`src/rtl/term_pkg.sv`:
```
// Shared constants and state type for the terminal character writer.
package term_pkg;

  localparam int DEF_COLS = 40;
  localparam int DEF_ROWS = 24;

  localparam logic [5:0] CH_SPACE = 6'h20;
  localparam logic [6:0] ASCII_CR = 7'h0D;

  typedef enum logic [1:0] {
    CLEAR_ALL,
    IDLE,
    WRITE,
    CLEAR_LINE
  } state_t;

endpackage

```
`src/rtl/term_char_writer_if.sv`:
```
// Host character handshake plus the slot/load bus of the recirculating store.
interface term_char_writer_if;

  logic       char_valid;
  logic [6:0] char_data;
  logic       char_ready;
  logic       slot_tick;
  logic [5:0] slot_col;
  logic [4:0] slot_row;
  logic       mem_rc;
  logic [5:0] mem_data;

  modport master (
    output char_valid, char_data, slot_tick, slot_col, slot_row,
    input  char_ready, mem_rc, mem_data
  );

  modport slave (
    input  char_valid, char_data, slot_tick, slot_col, slot_row,
    output char_ready, mem_rc, mem_data
  );

endinterface

```
`src/rtl/term_char_writer.sv`:
```
// Cursor tracking and one-slot character injection into the recirculating
// character store, with newline, scroll and power-up screen clear.
module term_char_writer
  import term_pkg::*;
#(
  parameter int COLS = DEF_COLS,
  parameter int ROWS = DEF_ROWS
) (
  input  logic                clk,
  input  logic                reset,
  term_char_writer_if.slave   bus,
  output logic [4:0]          top_row,
  output logic [5:0]          cur_col,
  output logic [4:0]          cur_row
);

  localparam logic [9:0] LAST_ALL  = 10'(ROWS * COLS - 1);
  localparam logic [9:0] LAST_LINE = 10'(COLS - 1);
  localparam logic [5:0] LAST_COL  = 6'(COLS - 1);
  localparam logic [4:0] LAST_ROW  = 5'(ROWS - 1);

  state_t     state_reg, state_next;
  logic [4:0] top_row_reg, top_row_next;
  logic [5:0] cur_col_reg, cur_col_next;
  logic [4:0] cur_row_reg, cur_row_next;
  logic [5:0] code_reg, code_next;
  logic [9:0] cnt_reg, cnt_next;
  logic       char_ready_reg;
  logic       wr_hit;
  logic [4:0] nl_row;
  logic       nl_scroll;

  function automatic logic [4:0] row_inc(input logic [4:0] r);
    return (r == LAST_ROW) ? 5'd0 : r + 5'd1;
  endfunction

  // Lower-case range folds onto upper case by subtracting 0x20.
  function automatic logic [5:0] fold_code(input logic [6:0] d);
    return (d >= 7'h60) ? 6'(d - 7'h20) : d[5:0];
  endfunction

  function automatic logic slot_hit(input logic tick, input logic [5:0] sc,
                                    input logic [4:0] sr, input logic [5:0] c,
                                    input logic [4:0] r);
    return tick && (sc == c) && (sr == r);
  endfunction

  assign nl_row    = row_inc(cur_row_reg);
  assign nl_scroll = (nl_row == top_row_reg);

  always_comb begin
    state_next   = state_reg;
    top_row_next = top_row_reg;
    cur_col_next = cur_col_reg;
    cur_row_next = cur_row_reg;
    code_next    = code_reg;
    cnt_next     = cnt_reg;
    wr_hit       = 1'b0;

    case (state_reg)
      CLEAR_ALL: begin
        // The first load is anchored at slot (0,0); after that every tick loads.
        if (bus.slot_tick && (cnt_reg != 10'd0 ||
            (bus.slot_col == 6'd0 && bus.slot_row == 5'd0))) begin
          wr_hit = 1'b1;
          if (cnt_reg == LAST_ALL) begin
            cnt_next   = 10'd0;
            state_next = IDLE;
          end else begin
            cnt_next = cnt_reg + 10'd1;
          end
        end
      end

      IDLE: begin
        if (bus.char_valid && char_ready_reg) begin
          if (bus.char_data == ASCII_CR) begin
            cur_col_next = 6'd0;
            cur_row_next = nl_row;
            if (nl_scroll) begin
              top_row_next = row_inc(top_row_reg);
              state_next   = CLEAR_LINE;
            end
          end else if (bus.char_data >= 7'h20) begin
            code_next  = fold_code(bus.char_data);
            state_next = WRITE;
          end
        end
      end

      WRITE: begin
        if (slot_hit(bus.slot_tick, bus.slot_col, bus.slot_row,
                     cur_col_reg, cur_row_reg)) begin
          wr_hit = 1'b1;
          if (cur_col_reg < LAST_COL) begin
            cur_col_next = cur_col_reg + 6'd1;
            state_next   = IDLE;
          end else begin
            cur_col_next = 6'd0;
            cur_row_next = nl_row;
            if (nl_scroll) begin
              top_row_next = row_inc(top_row_reg);
              state_next   = CLEAR_LINE;
            end else begin
              state_next = IDLE;
            end
          end
        end
      end

      CLEAR_LINE: begin
        if (bus.slot_tick && bus.slot_row == cur_row_reg) begin
          wr_hit = 1'b1;
          if (cnt_reg == LAST_LINE) begin
            cnt_next   = 10'd0;
            state_next = IDLE;
          end else begin
            cnt_next = cnt_reg + 10'd1;
          end
        end
      end

      default: state_next = CLEAR_ALL;
    endcase
  end

  always_ff @(posedge clk) begin
    if (reset) begin
      state_reg      <= CLEAR_ALL;
      top_row_reg    <= 5'd0;
      cur_col_reg    <= 6'd0;
      cur_row_reg    <= 5'd0;
      code_reg       <= CH_SPACE;
      cnt_reg        <= 10'd0;
      char_ready_reg <= 1'b0;
    end else begin
      state_reg      <= state_next;
      top_row_reg    <= top_row_next;
      cur_col_reg    <= cur_col_next;
      cur_row_reg    <= cur_row_next;
      code_reg       <= code_next;
      cnt_reg        <= cnt_next;
      char_ready_reg <= (state_next == IDLE);
    end
  end

  // Reset masks the decode so a write pending in the old state cannot land.
  assign bus.mem_rc     = ~(wr_hit & ~reset);
  assign bus.mem_data   = (state_reg == WRITE) ? code_reg : CH_SPACE;
  assign bus.char_ready = char_ready_reg;
  assign top_row        = top_row_reg;
  assign cur_col        = cur_col_reg;
  assign cur_row        = cur_row_reg;

endmodule
```
`src/flat_wrapper.sv`:
```
// flat-port wrapper written by rule: the top's interface ports become plain ports
module term_char_writer_flat import term_pkg::*;
#(
  parameter int COLS = DEF_COLS,
  parameter int ROWS = DEF_ROWS
)
  (clk, reset, top_row, cur_col, cur_row, bus_char_valid, bus_char_data, bus_slot_tick, bus_slot_col, bus_slot_row, bus_char_ready, bus_mem_rc, bus_mem_data);
  term_char_writer_if bus_i ();
  input  logic clk;
  input  logic reset;
  output logic [4:0] top_row;
  output logic [5:0] cur_col;
  output logic [4:0] cur_row;
  input wire logic [$bits(bus_i.char_valid)-1:0] bus_char_valid;
  input wire logic [$bits(bus_i.char_data)-1:0] bus_char_data;
  input wire logic [$bits(bus_i.slot_tick)-1:0] bus_slot_tick;
  input wire logic [$bits(bus_i.slot_col)-1:0] bus_slot_col;
  input wire logic [$bits(bus_i.slot_row)-1:0] bus_slot_row;
  output wire logic [$bits(bus_i.char_ready)-1:0] bus_char_ready;
  output wire logic [$bits(bus_i.mem_rc)-1:0] bus_mem_rc;
  output wire logic [$bits(bus_i.mem_data)-1:0] bus_mem_data;
  assign bus_i.char_valid = bus_char_valid;
  assign bus_i.char_data = bus_char_data;
  assign bus_i.slot_tick = bus_slot_tick;
  assign bus_i.slot_col = bus_slot_col;
  assign bus_i.slot_row = bus_slot_row;
  assign bus_char_ready = bus_i.char_ready;
  assign bus_mem_rc = bus_i.mem_rc;
  assign bus_mem_data = bus_i.mem_data;
  term_char_writer #(.COLS(COLS), .ROWS(ROWS)) u_core (.clk(clk), .reset(reset), .bus(bus_i), .top_row(top_row), .cur_col(cur_col), .cur_row(cur_row));
endmodule
```
`config.mk`:
```
export PLATFORM = sky130hd
export DESIGN_NAME = term_char_writer_flat
export DESIGN_NICKNAME = d
export VERILOG_FILES = /design/src/rtl/term_pkg.sv /design/src/rtl/term_char_writer_if.sv /design/src/rtl/term_char_writer.sv /design/src/flat_wrapper.sv
export SDC_FILE = /design/constraint.sdc
export NUM_CORES = 1
export LEC_CHECK = 0
export CORE_MARGIN = 2
export CORE_UTILIZATION = 56
export CTS_CLUSTER_DIAMETER = 120
export DETAILED_ROUTE_END_ITERATION = 10
export PLACE_DENSITY = 0.85
export SYNTH_ARGS = -nofsm -noshare
export SYNTH_HDL_FRONTEND = slang
export SYNTH_SLANG_ARGS = --single-unit
export TNS_END_PERCENT = 10
```
`constraint.sdc`:
```
create_clock -name clk -period 3.72 [get_ports clk]
set_input_delay 0.744 -clock clk [delete_from_list [all_inputs] [get_ports clk]]
set_output_delay 0.744 -clock clk [all_outputs]
set_load 0.01 [all_outputs]
```
# [Word level (Yosys, flattened, before mapping)]
# Cells that the tools add are included.
[word_totals] regBits=35 inputBits=22 out_inout_bits=24 wordCells=95
[classes] n_bitwise=4 n_eq_ne=18 mux=41 add_sub_neg=5 magnitude_cmp=3 n_reduce_logical=17
[op_table] operator="5-bit 2-to-1 mux" n=11
[op_table] operator="10-bit 2-to-1 mux" n=4
[op_table] operator="6-bit 2-to-1 mux" n=6
[op_table] operator="2-bit 2-to-1 mux" n=11
[op_table] operator="10-bit case mux with 2 select lines" n=1
[op_table] operator="5-bit case mux with 2 select lines" n=2
[op_table] operator="6-bit case mux with 2 select lines" n=1
[op_table] operator="10-bit by 1-bit adder with 10-bit output (second input constant)" n=1
[op_table] operator="5-bit by 1-bit adder with 5-bit output (second input constant)" n=2
[op_table] operator="10-bit == test (second input constant)" n=1
[op_table] operator="10-bit by 6-bit == test with 1-bit output (second input constant)" n=1
[op_table] operator="5-bit == test" n=2
[op_table] operator="5-bit == test (second input constant)" n=2
[op_table] operator="2-bit by 1-bit inequality test with 1-bit output (second input constant)" n=5
[op_table] operator="10-bit nonzero test" n=1
[op_table] operator="2-bit case mux with 4 select lines" n=1
[op_table] operator="4-bit AND reduction" n=2
[op_table] operator="7-bit by 4-bit == test with 1-bit output (second input constant)" n=1
[op_table] operator="7-bit by 6-bit >= comparator with 1-bit output (second input constant)" n=1
[op_table] operator="7-bit >= comparator (second input constant)" n=1
[op_table] operator="6-bit by 1-bit adder with 6-bit output (second input constant)" n=1
[op_table] operator="6-bit == test" n=1
[op_table] operator="1-bit logical AND" n=6
[op_table] operator="6-bit logical NOT" n=1
[op_table] operator="other kinds (15)" n=22

# [Longest topological paths before layout]
# Gate-level depths: netlist of the first run.
[depth] ltp_word=8 ltp_mapped=9 mapped_depth_nobuf=7

# [Worst setup path after synthesis of the first run]
# No wires, ideal clock.
[synth_path] kind="input -> output" from="in bus_slot_row[4]" to="out bus_mem_rc" setup_slack_ps=998 cell_stages=6 arrival_ps=1978 n_path_buf=0 required_time_ps=2976 path_cell_list="xor2_1 > nor4_2 > nand2_1 > or3_1 > o221ai_1 > nand3_1"
[synth_via] elab_chain_cells=8 word_cells_on_any_way=13 cone_classes="eq/ne: 1; mux: 4; bitwise: 2; reduce/logical: 6"
[synth_rtl] element="start: declaration" line="flat_wrapper.sv:18" source="input wire logic [$bits(bus_i.slot_row)-1:0] bus_slot_row;"
[synth_rtl] element="5-bit logical NOT" line="term_char_writer.sv:64" source="(bus.slot_col == 6'd0 && bus.slot_row == 5'd0))) begin"
[synth_rtl] element="1-bit logical AND" line="term_char_writer.sv:64"
[synth_rtl] element="1-bit logical OR" line="term_char_writer.sv:63" source="if (bus.slot_tick && (cnt_reg != 10'd0 ||"
[synth_rtl] element="1-bit logical AND" line="term_char_writer.sv:63"
[synth_rtl] element="1-bit 2-to-1 mux" line="term_char_writer.sv:63"
[synth_rtl] element="1-bit case mux with 3 select lines *" line="term_char_writer.sv:60" source="case (state_reg)"
[synth_rtl] element="1-bit bitwise AND *" line="term_char_writer.sv:148" source="assign bus.mem_rc = ~(wr_hit & ~reset);"
[synth_rtl] element="1-bit inverter *" line="term_char_writer.sv:148"
[synth_rtl] element="end: declaration" line="flat_wrapper.sv:20" source="output wire logic [$bits(bus_i.mem_rc)-1:0] bus_mem_rc;"
# Mark *: on every way between the ends. The rest lies on a longest branch, timed or not.

# [Final worst setup path of the first run]
[layout_path] from="in bus_slot_row[3]" to="out bus_mem_rc"
# The elaborated chain is that of the path after synthesis.

==> results of run 1 <==
per-stage QoR:
step                utilization  total power, mW  hold slack, ps
finish                    0.724            0.712             458
global route              0.724            0.732             485
CTS                       0.721            0.713             458
detailed placement        0.699            0.433             449
global placement          0.699            0.432             439
floorplan                     -            0.400             432
metal layers:
layer / global-route usage / wire length [µm] / vias to the layer above
met5: 0 / 0 / -
met4: 0.120 / 123 / 0
met3: 0.0617 / 333 / 10
met2: 0.419 / 2690 / 81
met1: 0.343 / 2660 / 1096
li1: - / - / 1110
cells in the final DEF, fill, tap and decap left out, drive strengths merged, types with 4 or more instances in the layout:
| master | n |
|---|---|
| nor2 | 18 |
| nand3 | 19 |
| o32ai | 6 |
| mux2i | 7 |
| and2 | 7 |
| and3 | 4 |
| dfxtp | 35 |
| nor3 | 7 |
| xor2 | 13 |
| nand2 | 26 |
| xnor2 | 7 |
| o21ai | 9 |
| buf | 5 |
| nand3b | 4 |
| nand4 | 7 |
| clkbuf | 6 |
| a21oi | 20 |
| inv | 22 |
| nor4 | 7 |
| ha | 10 |
| clkdlybuf4s50 | 44 |
| or3 | 6 |
timing repair:
item | in CTS | in global routing
hold buffers | 0 | 0
setup buffers | 0 | 1
hold endpoints to repair | 0 | 0
gates resized for setup | 0 | 1
endpoints found under the setup margin | 0 | 1
where the power goes:
| group | switching [mW] | total (mW) | internal [mW] |
|---|---|---|---|
| sequential | 0.000150 | 0.375 | 0.375 |
| combinational | 0.0238 | 0.0509 | 0.0271 |
| clock | 0.141 | 0.286 | 0.145 |
| total | 0.165 | 0.712 | 0.547 |
path summary, 6_finish.rpt:
| kind | start | endpoint | slack (ps) | cells after the start |
|---|---|---|---|---|
| setup / recovery | bus_slot_row[3] | bus_mem_rc | 340 | 8 |
| hold / removal | u_core.code_reg[1] | u_core.code_reg[1] | 460 | 2 |
| setup reg to reg | u_core.cur_row[2] | u_core.cnt_reg[6] | 1160 | 7 |
| hold reg to reg | u_core.code_reg[1] | u_core.code_reg[1] | 460 | 2 |
cell type report:
| class | count | area (µm²) | area share |
|---|---|---|---|
| Multi-Input combinational cell | 215 | 1430 | 0.501 |
| Clock inverter | 1 | 5.00 | 0.00175 |
| Sequential cell | 35 | 701 | 0.246 |
| Timing Repair Buffer | 50 | 490 | 0.172 |
| Clock buffer | 6 | 82.6 | 0.0289 |
| Tap cell | 50 | 62.6 | 0.0219 |
| Inverter | 22 | 82.6 | 0.0289 |
worst max-delay path, delay by kind of cell:
family,cells,cell delay [ps]
AOI/OAI and AO/OA,1,90
and+or+nand+nor,4,1000
xor gates and xnor gates,1,190
buffers and inverters,2,610
logic make-up (layout without fill, tap and decap cells):
| kind of cell | Yosys count | after routing |
|---|---|---|
| simple gates | 119 | 119 |
| flops | 35 | 35 |
| buf+inv | 35 | 79 |
| xor+xnor | 20 | 20 |
| compound gates | 59 | 59 |
| mux | 7 | 7 |
| fa+ha+maj | 10 | 10 |
==> flow_summary.rst, run 1 <==
.. list-table::
   :header-rows: 1

   * - Metric
     - Value
   * - Outcome
     - complete, no violations
   * - Synth cell types
     - 51
   * - DP Wirelength
     - 4.22 mm
   * - Clock tree from TritonCTS
     - built
   * - Placer Congestion
     - 0.884
   * - Flip-flop and latch count after synthesis
     - 35
   * - Arrival time worst endpoint
     - 2640 ps
   * - Leading register cell type out of synthesis
     - sky130_fd_sc_hd__dfxtp_1
   * - Dominant combinational cell family by area after synthesis
     - simple AND/OR/NAND/NOR gates
   * - Count leader, synth
     - sky130_fd_sc_hd__dfxtp_1
   * - Placement Rows
     - 23
   * - Sequence of cells on the critical path
     - clkdlybuf4s50_1 > xor2_1 > nor4_2 > nand2_1 > or3_1 > o221ai_1 > nand3_1 > dlymetal6s2s_1
   * - Adder and majority gate portion of the synthesized area
     - 0.0551
   * - Placeable core region
     - 0.00394 mm²
   * - Number of design-rule violations left by the first detailed-router iteration
     - 189
   * - Maximum number of pins on one net before global-route repair
     - 31
   * - Effective utilization at floorplan
     - 0.576
   * - RSZ-0062 raised after global routing
     - no
   * - Crit path largest cell delay
     - 430 ps
   * - Multiplexer fraction of the synthesized cell area
     - 0.0309
   * - Post-Synth XOR/XNOR Area
     - 0.0771
   * - Number of nets with antenna violations after detailed routing
     - 0
   * - Classification of the worst setup path
     - in -> out
   * - Max-cap check violation count
     - 0
   * - Yosys warnings
     - 0
   * - Async set or reset register ratio after synthesis
     - 0
   * - Area fraction in and, or, nand and nor cells after synthesis
     - 0.284
   * - Final setup violation count
     - 0
   * - WL per Instance
     - 15.3 µm
   * - Vias in the first global route
     - 1,987
   * - Clock-pin slew on the worst setup and hold paths
     - 70 ps
   * - Maximum ir drop on the vdd rail
     - 0.161 mV
   * - Wire length of the first global-routing pass
     - 9.07 mm
   * - Slowest stage cell on the critical path
     - sky130_fd_sc_hd__clkdlybuf4s50_1
   * - Antenna violations before repair
     - 0
   * - Length of the first detailed-routing pass in iterations
     - 4
   * - Post-route clock skew
     - 6.77 ps
   * - Leading area contributor after synthesis
     - sky130_fd_sc_hd__dfxtp_1
   * - Number of flip-flops in the largest register
     - 10
   * - # DRC
     - 0
   * - Max Freq
     - 295 MHz
   * - Slew at the pin with the worst max-slew slack
     - 754 ps
   * - Number of standard cells in the final layout excluding fillers
     - 379
   * - Synthesized area per cell
     - 7.97 µm²
   * - GR Util All Layers
     - 0.266
   * - Fraction of post-synthesis cell area in the top cell type by area
     - 0.309
   * - Remaining max-slew budget at the tightest pin
     - 0.497
   * - Synth Area in Compound Gates
     - 0.183
   * - Proportion of layout cells with a drive suffix above 1
     - 0.0699
   * - Residual overflow from global routing
     - 0
   * - Most numerous cell types in the synthesized netlist
     - sky130_fd_sc_hd__dfxtp_1 (35), sky130_fd_sc_hd__nand2_1 (26), sky130_fd_sc_hd__inv_1 (22), sky130_fd_sc_hd__a21oi_1 (19), sky130_fd_sc_hd__nand3_1 (19)
   * - Worst setup margin
     - 336 ps
   * - H-tree level count
     - 2
   * - Number of clock buffers inserted by TritonCTS
     - 5
   * - Post-synth EDFFs
     - 0
   * - Clock latency at the later pin of the worst-skew pair
     - 290 ps
   * - Placement-stage cell area
     - 0.00276 mm²
   * - Path type of the worst min-delay path
     - reg -> reg
   * - Cell Pwr Density
     - 249 mW/mm²
   * - Synthesized netlist net count
     - 317
   * - Cell area after layout
     - 0.00285 mm²
   * - LEAKAGE
     - 1.03 nW
   * - Final routed wirelength across all metal layers
     - 5.81 mm
   * - Required time at the worst-slack endpoint
     - 2980 ps
   * - Top cells by area, synth
     - sky130_fd_sc_hd__dfxtp_1 (31%), sky130_fd_sc_hd__ha_1 (5.5%), sky130_fd_sc_hd__xor2_1 (5.0%)
   * - Count of pins on the block boundary
     - 46
   * - Final slew viol count
     - 0
   * - Clock Root Buffer
     - sky130_fd_sc_hd__clkbuf_8
   * - Portion of the post-synthesis area used by sequential elements
     - 0.309
   * - Setup crit start kind
     - input pin
   * - Number of instances in the placed design
     - 371
   * - Final critical path time including I/O delays and setup
     - 3380 ps
   * - Chip height
     - 67.7 µm
   * - Antenna Cells
     - 0
   * - Die width
     - 67.7 µm
   * - Count of mapped cells out of synthesis
     - 285
   * - Port Buffers
     - 45
   * - Sinks on Clock Net
     - 35
   * - Detail-routed via count per cell
     - 6.06
   * - Period Utilization, post-route
     - 0.910
   * - Cell area after synthesis
     - 0.00227 mm²
   * - Die Outline Area
     - 0.00458 mm²
   * - Area grow syn2layout
     - 25.7%
   * - Hold Fails Final Rpt
     - 0
   * - Via count
     - 2,297
   * - Worst slack, placed
     - 78.1 ps
   * - Fill count
     - 333
   * - Aggregate negative setup slack
     - 0 ps
   * - Number of nets in the final layout
     - 361
   * - Clock tree buffer depth
     - 2
   * - Critical Path End Type
     - primary output
   * - Crit Path Max Fanout
     - 3
No activity file was read; power rests on OpenSTA's default activity.
==> run 2, diff against run 1 <==
GPL_ROUTABILITY_DRIVEN = 1   (was unset)
==> results of run 2 <==
Final layout, timing and power as in run 1 (identical DEF).
